==> src/rtl/fetch_pkg.sv <==
// fetch_pkg: shared widths, constants and queue entry type for the LEGv8 fetch front end
package fetch_pkg;
  localparam int N = 64;
  localparam int IW = 32;
  localparam int AW = 6;
  localparam int DEPTH = 2;
  localparam logic [N-1:0] PC_INC = N'(4);
  localparam logic [N-1:0] RESET_PC = '0;
  typedef struct packed {
    logic [N-1:0] pc;
    logic [IW-1:0] instr;
  } fetch_entry_t;
endpackage

==> src/rtl/fetch_queue.sv <==
// fetch_queue: 2-entry FIFO of fetched words with a registered head that holds when empty
module fetch_queue
  import fetch_pkg::*;
(
  input  logic         clk,
  input  logic         reset,
  input  logic         push,
  input  logic         pop,
  input  logic         flush,
  input  fetch_entry_t din,
  output logic         full,
  output logic         empty,
  output fetch_entry_t head
);
  fetch_entry_t mem_q [2];
  fetch_entry_t mem_d [2];
  fetch_entry_t head_q, head_d;
  logic wr_q, wr_d, rd_q, rd_d, do_pop, do_push;
  logic [1:0] cnt_q, cnt_d;
  assign full = cnt_q == 2'(DEPTH);
  assign empty = cnt_q == 2'd0;
  assign head = head_q;
  always_comb begin
    do_pop = pop & ~empty;
    do_push = push & (~full | do_pop);
    mem_d = mem_q;
    if (do_push) mem_d[wr_q] = din;
    wr_d = flush ? 1'b0 : wr_q ^ do_push;
    rd_d = flush ? 1'b0 : rd_q ^ do_pop;
    cnt_d = flush ? 2'd0 : cnt_q + {1'b0, do_push} - {1'b0, do_pop};
    head_d = (cnt_d != 2'd0) ? mem_d[rd_d] : head_q;
  end
  always_ff @(posedge clk or posedge reset) begin
    if (reset) begin
      mem_q <= '{default: '0};
      head_q <= '0;
      wr_q <= 1'b0;
      rd_q <= 1'b0;
      cnt_q <= 2'd0;
    end else begin
      mem_q <= mem_d;
      head_q <= head_d;
      wr_q <= wr_d;
      rd_q <= rd_d;
      cnt_q <= cnt_d;
    end
  end
endmodule

==> src/rtl/fetch_unit.sv <==
// fetch_unit: PC register, ROM addressing and redirect handling feeding a 2-entry fetch queue
module fetch_unit
  import fetch_pkg::*;
(
  input  logic          clk,
  input  logic          reset,
  output logic [AW-1:0] imem_addr,
  input  logic [IW-1:0] imem_q,
  input  logic          redirect_valid,
  input  logic [N-1:0]  redirect_pc,
  output logic          instr_valid,
  input  logic          instr_ready,
  output logic [IW-1:0] instr,
  output logic [N-1:0]  instr_pc
);
  logic [N-1:0] pc_q, pc_d;
  logic full, empty, pop, fetch_en;
  fetch_entry_t din, head;
  assign pop = instr_valid & instr_ready;
  assign din.pc = pc_q;
  assign din.instr = imem_q;
  assign imem_addr = pc_q[AW+1:2];
  assign instr_valid = ~empty;
  assign instr = head.instr;
  assign instr_pc = head.pc;
  always_comb begin
    fetch_en = ~redirect_valid & (~full | pop);
    pc_d = redirect_valid ? (redirect_pc & ~N'(3)) : fetch_en ? pc_q + PC_INC : pc_q;
  end
  always_ff @(posedge clk or posedge reset) begin
    if (reset) pc_q <= RESET_PC;
    else pc_q <= pc_d;
  end
  fetch_queue u_queue (
    .clk   (clk),
    .reset (reset),
    .push  (fetch_en),
    .pop   (pop),
    .flush (redirect_valid),
    .din   (din),
    .full  (full),
    .empty (empty),
    .head  (head)
  );
endmodule

==> config.mk <==
export PLATFORM = sky130hd
export DESIGN_NAME = fetch_unit
export DESIGN_NICKNAME = d
export VERILOG_FILES = /design/src/rtl/fetch_pkg.sv /design/src/rtl/fetch_queue.sv /design/src/rtl/fetch_unit.sv
export SDC_FILE = /design/constraint.sdc
export NUM_CORES = 1
export LEC_CHECK = 0
export ABC_AREA = 1
export BUFFER_PORTS_ARGS = -buffer_cell sky130_fd_sc_hd__buf_2
export CAP_MARGIN = 40
export CORE_MARGIN = 2
export CORE_UTILIZATION = 35
export CTS_CLUSTER_SIZE = 8
export DETAILED_ROUTE_END_ITERATION = 6
export PLACE_DENSITY_LB_ADDON = 0.08
export SLEW_MARGIN = 20
export SYNTH_ARGS = -nofsm -noshare
export SYNTH_HDL_FRONTEND = slang
export SYNTH_SLANG_ARGS = --single-unit
==> constraint.sdc <==
create_clock -name clk -period 13.5 [get_ports clk]
set_input_delay 1.35 -clock clk [delete_from_list [all_inputs] [get_ports clk]]
set_output_delay 1.35 -clock clk [all_outputs]
set_load 0.02 [all_outputs]
# Word-level counts from Yosys, hierarchy flattened

Index checks and enable logic that the tools add are counted.

Flip-flop bits (word level): 356
Output and inout port bits: 103

Add/subtract/negate cells: 3
$lt $le $gt $ge: 3
Equality and inequality tests: 1
Muxes and demuxes: 12
Bitwise gates (word level): 13
Reductions and logical operators: 4

Operators with widths:

| kind                  | count |
|---|---|
| $mux 96               | 4 |
| $bwmux 192            | 1 |
| $mux 192              | 1 |
| $mux 64               | 2 |
| $demux 96 s1          | 1 |
| $add 64x3->64 const B | 1 |
| $and 1x1->1           | 4 |
| $ge 2x2->1 const B    | 2 |
| $not 1->2             | 2 |
| $reduce_bool 2->1     | 2 |
| $not 1->1             | 3 |
| $add 2x1->2           | 1 |
| $eq 2x2->1 const B    | 1 |
| $logic_not 2->1       | 1 |
| $lt 2x1->1 const B    | 1 |
| $mux 1                | 2 |
| $mux 2                | 1 |
| $or 1x1->1            | 2 |
| $sub 2x1->2           | 1 |
| $xor 1x1->1           | 2 |
| $logic_and 1x1->1     | 1 |

# Logic depth before layout (Yosys ltp)

Word-level depth: 10
Depth in mapped cells: 15

# By module

From an unflattened synthesis, not the netlist that was laid out.

Cell total of the unflattened synthesis: 2999
Area total of the unflattened synthesis: 19952.9 um^2

By module, submodules not included:

| module      | instances | cells an instance | area each (um^2) | sequential area each (um^2) |
|---|---|---|---|---|
| fetch_queue | 1         | 2211              | 15055.7          | 7307.0 |
| fetch_unit  | 1         | 788               | 4897.2           | 1551.5 |

# Worst setup path before layout

Ideal clock, no wire load.

Kind: in2reg
From: input port redirect_valid
To: register u_queue.head_q, in the netlist u_queue.head[34]
Library setup time: 121 ps
Data arrival time: 2932 ps
Slack: 10446 ps
Stages: 13
Buffers on the path: 2
Cells stage by stage: inv_2 nand2_4 ha_1 inv_1 ha_1 inv_1 or2_1 nand3_4 nand2_2 buf_6 buf_2 o21ai_0 o21ai_1

Cells in the longest elaborated chain, start to end: 7
Elaborated cells on any way between the ends: 13
Those cells by class: add/sub: 2; mux: 6; bitwise: 4; reduce/logical: 1

RTL lines:

| item                                         | line                                 | RTL |
|---|---|---|
| start, declared                              | fetch_unit.sv:9                      | `input logic redirect_valid,` |
| $not 1->1                                    | fetch_unit.sv:27                     | `fetch_en = ~redirect_valid & (~full \| pop);` |
| $and 1x1->1                                  | fetch_unit.sv:27                     |  |
| $and 1x1->1                                  | fetch_queue.sv:25                    | `do_push = push & (~full \| do_pop);` |
| $add 2x1->2 or $mux 192 (tied branches)      | fetch_queue.sv:30, fetch_queue.sv:27 |  |
| $sub 2x1->2 or $mux 96 (tied branches)       | fetch_queue.sv:30, fetch_queue.sv:31 |  |
| $mux 2 or $mux 96 (tied branches)            | fetch_queue.sv:30, fetch_queue.sv:31 |  |
| $reduce_bool 2->1 or $mux 96 (tied branches) | fetch_queue.sv:31                    | `head_d = (cnt_d != 2'd0) ? mem_d[rd_d] : head_q;` |
| end signal, assigned                         | fetch_queue.sv:36                    | `head_q <= '0;` |
| end signal, assigned                         | fetch_queue.sv:42                    | `head_q <= head_d;` |
| end, declared                                | fetch_queue.sv:17                    | `fetch_entry_t head_q, head_d;` |

Several ways; a longest one is shown, not always the timed one. The select of a mux whose other input is x is not followed.
A chain may end at the register's enable or synchronous reset.

# Worst setup path in the final report

From: input port redirect_valid
To: register u_queue.head_q, in the netlist u_queue.head[94]

Same word-level chain as after synthesis.

==> metrics.md <==
| Metric | Value |
|---|---|
| Top post-synthesis cells by count | 857 x nand2_1, 354 x dfrtp_1, 250 x nor2_1 |
| Hold-fix buffers at CTS | 0 |
| Xor/xnor cell area share of the yosys netlist | 0.002603 |
| Outcome | completed |
| DP Wirelength | 36.66 mm |
| Leakage Power | 9.844 nW |
| Avg Cell Area, Syn | 7.815 um2 |
| Synth-to-Final Area Change | 17.06% |
| First-pass GRT wire length | 84.23 mm |
| Max_cap viols | 0 |
| Share of the synthesized area in the top cell type | 0.5265 |
| F_max | 222.3 MHz |
| Initial antenna violation count | 0 |
| Mux cell area share after synthesis | 0 |
| Clock skew | 0.02603 ns |
| Row count | 80 |
| Worst reg2reg path depth | 13 |
| Simple-gate share of the synthesized area | 0.2986 |
| Post-Synthesis Cells | 2153 |
| I/O pin total | 203 |
| RSZ-0062 raised after global routing | no |
| Die Wd | 223.3 um |
| Drt wl/cell | 18.46 um |
| Die span in y | 223.3 um |
| Cell Area, Synth | 16820 um2 |
| Final critical path time including I/O delays and setup | 4.499 ns |
| Seq cells post-synth | 354 |
| Primary FF master, synth | dfrtp_1 |
| Synth Area in Adders | 0.002231 |
| Hold Crit Class | flip-flop to flip-flop |
| Worst EP required | 14.00 ns |
| Post-Place Worst Slack | 8.184 ns |
| CTS root buffer | clkbuf_16 |
| Drt total wl | 54.28 mm |
| 1st-pass router iterations | 5 |
| Final worst slack | 9.001 ns |
| Total gr overflow | 0 |
| Reg-to-Reg Start | u_queue.cnt_q[1] |
| Core Region | 47550 um2 |
| Share of the yosys chip area belonging to registers | 0.5265 |
| RR Endpoint | u_queue.head[94] |
| Syn nets | 2256 |
| Antenna cells | 0 |
| Slew headroom | 0.4643 |
| Num CTS Buffers | 50 |
| Worst VDD drop | 0.1315 mV |
| Worst setup path class | primary input to flip-flop |
| CP arrival | 5.00 ns |
| Hold Crit Depth | 2 |
| Worst hold path startpoint | u_queue.mem_q[110] |
| Largest cells by area after synthesis | dfrtp_1 53%, nand2_1 19%, nor2_1 5.6%, nand3_1 4.1%, o21ai_1 3.2% |
| Worst hold path endpoint | u_queue.mem_q[110] |
| Worst-path clk slew | 0.05 ns |
| Vias in the first global route | 14180 |
| Pins Over Slew Limit | 0 |
| Worst-Skew Late Latency | 0.59 ns |
| Starting density of the core | 0.3539 |
| Final #Nets | 2423 |
| Port bufs | 200 |
| Longest Clk Path Bufs | 3 |
| Slew @ Worst Pin | 0.8036 ns |
| R2r setup slk | 9.68 ns |
| Final Cell Area | 19700 um2 |
| Pwr Density | 225.8 nW/um2 |
| Final setup violation count | 0 |
| Routed Antenna Nets | 0 |
| Period utilization | 0.3333 |
| Drt via density | 4.946 |
| Critical Path Fanout Max | 71 |
| Largest family of logic cells by synthesized area | simple AND/OR/NAND/NOR gates |
| Post-DP Area | 18300 um2 |
| Sink Count | 354 |
| Resized Gates After CTS | 0 |
| Starting DRT DRC Count | 1088 |
| Largest net degree at the start of global routing | 100 |
| CTS H-tree depth | 2 |
| Setup bufs post-CTS | 0 |
| Vias | 14540 |
| Compound-cell area share of the yosys netlist | 0.09965 |
| Synth warn | 0 |
| GP Congestion | 0.8802 |
| Most numerous cell in the Yosys netlist | nand2_1 |
| Setup TNS | 0 ns |
| Total GRT Usage | 0.2190 |
| Hold Vio Cnt, Final | 0 |
| Final Util | 0.4142 |
| Synth area leader | dfrtp_1 |
| Setup crit start kind | primary input |
| Die area | 49840 um2 |
| Distinct cell type count after synthesis | 34 |
| CTS tree | done |
| Layout cell share with drive strength beyond 1 | 0.1402 |
| DRC Markers | 0 |
| Post-synth EDFFs | 0 |
| FFs w/ async S/R, synth | 1.000 |
| Critical Path End Type | flip-flop |
==> cells by family (layout without fill, tap and decap cells) <==
kind of cell    count (synthesis)  count (layout)
fa+ha+maj                       3               3
xor+xnor                        5               5
buf+inv                       240             412
simple gates                 1267            1267
compound gates                284             284
flops                         354             354
==> where the power goes <==
group | switching [mW] | internal, mW
registers | 0.197 | 1.50
logic | 1.12 | 0.514
clock network | 0.452 | 0.663
==> critical path, stage by stage <==
cell and delay [ns]:
buf_2 0.08, buf_4 0.40, inv_2 0.15, nand2_4 0.21
ha_1 0.26, inv_1 0.05, ha_1 0.13, inv_1 0.05
nand2_1 0.10, nand3_4 0.35, nand2_4 0.46, buf_12 0.26
buf_4 0.64, o21ai_0 0.20, o21ai_1 0.16
==> per-stage QoR <==
| step | hold slack, ns | power (mW) | std cells |
|---|---|---|---|
| finish | 0.4618 | 4.448 | 2940 |
| global route | 0.4794 | 4.790 | 2940 |
| CTS | 0.4660 | 4.508 | 2937 |
| detailed placement | 0.4553 | 3.361 | 2880 |
| global placement | 0.4496 | 3.299 | 2870 |
| floorplan | 0.4379 | 2.847 | 2153 |
==> worst max-delay path by stage <==
| stage | from | to | slack [ns] |
|---|---|---|---|
| 3_3_place_gp | redirect_valid | u_queue.head[92] | 7.73 |
| 5_1_grt | redirect_valid | u_queue.head[91] | 8.63 |
| 2_1_floorplan | reset | pc_q[10] | 2.33 |
| 6_report | redirect_valid | u_queue.head[94] | 9.00 |
| 3_5_place_dp | redirect_valid | u_queue.head[94] | 8.18 |
| 4_1_cts | redirect_valid | u_queue.head[94] | 8.80 |
==> routing by layer <==
layer | up-vias | global-route usage | wire [um]
met1 | 6968 | 0.3060 | 25320
met2 | 327 | 0.3535 | 25340
met3 | 71 | 0.03582 | 2375
met4 | 0 | 0.05935 | 1245
met5 | - | 0 | 0
li1 | 7176 | - | -
==> placed cells by master (no fill, tap or decap), drive strengths merged, types with 26 or more instances in the layout <==
cell type and instances:
a31oi 44, buf 228, dfrtp 354, o21ai 196, nor2 253, nand3 142, inv 128, o211ai 26
clkbuf 54, nand2 861
==> flip-flops by register name (all words and copies together), names as in the netlist <==
name           count
pc_q              62
u_queue.cnt_q      2
u_queue.head      96
u_queue.mem_q    192
u_queue.rd_q       1
u_queue.wr_q       1
==> layout make-up <==
type / count / area, um2
fillers: 4935 / 27850
flip-flops and latches: 354 / 8859
clock buffers: 54 / 1287
well taps: 615 / 769.5
clock inverters: 3 / 33.78
repair buffers: 228 / 1444
inverters: 127 / 488.0
multi-input cells: 1559 / 6814
Note: power is estimated with default switching activity, not from simulation.
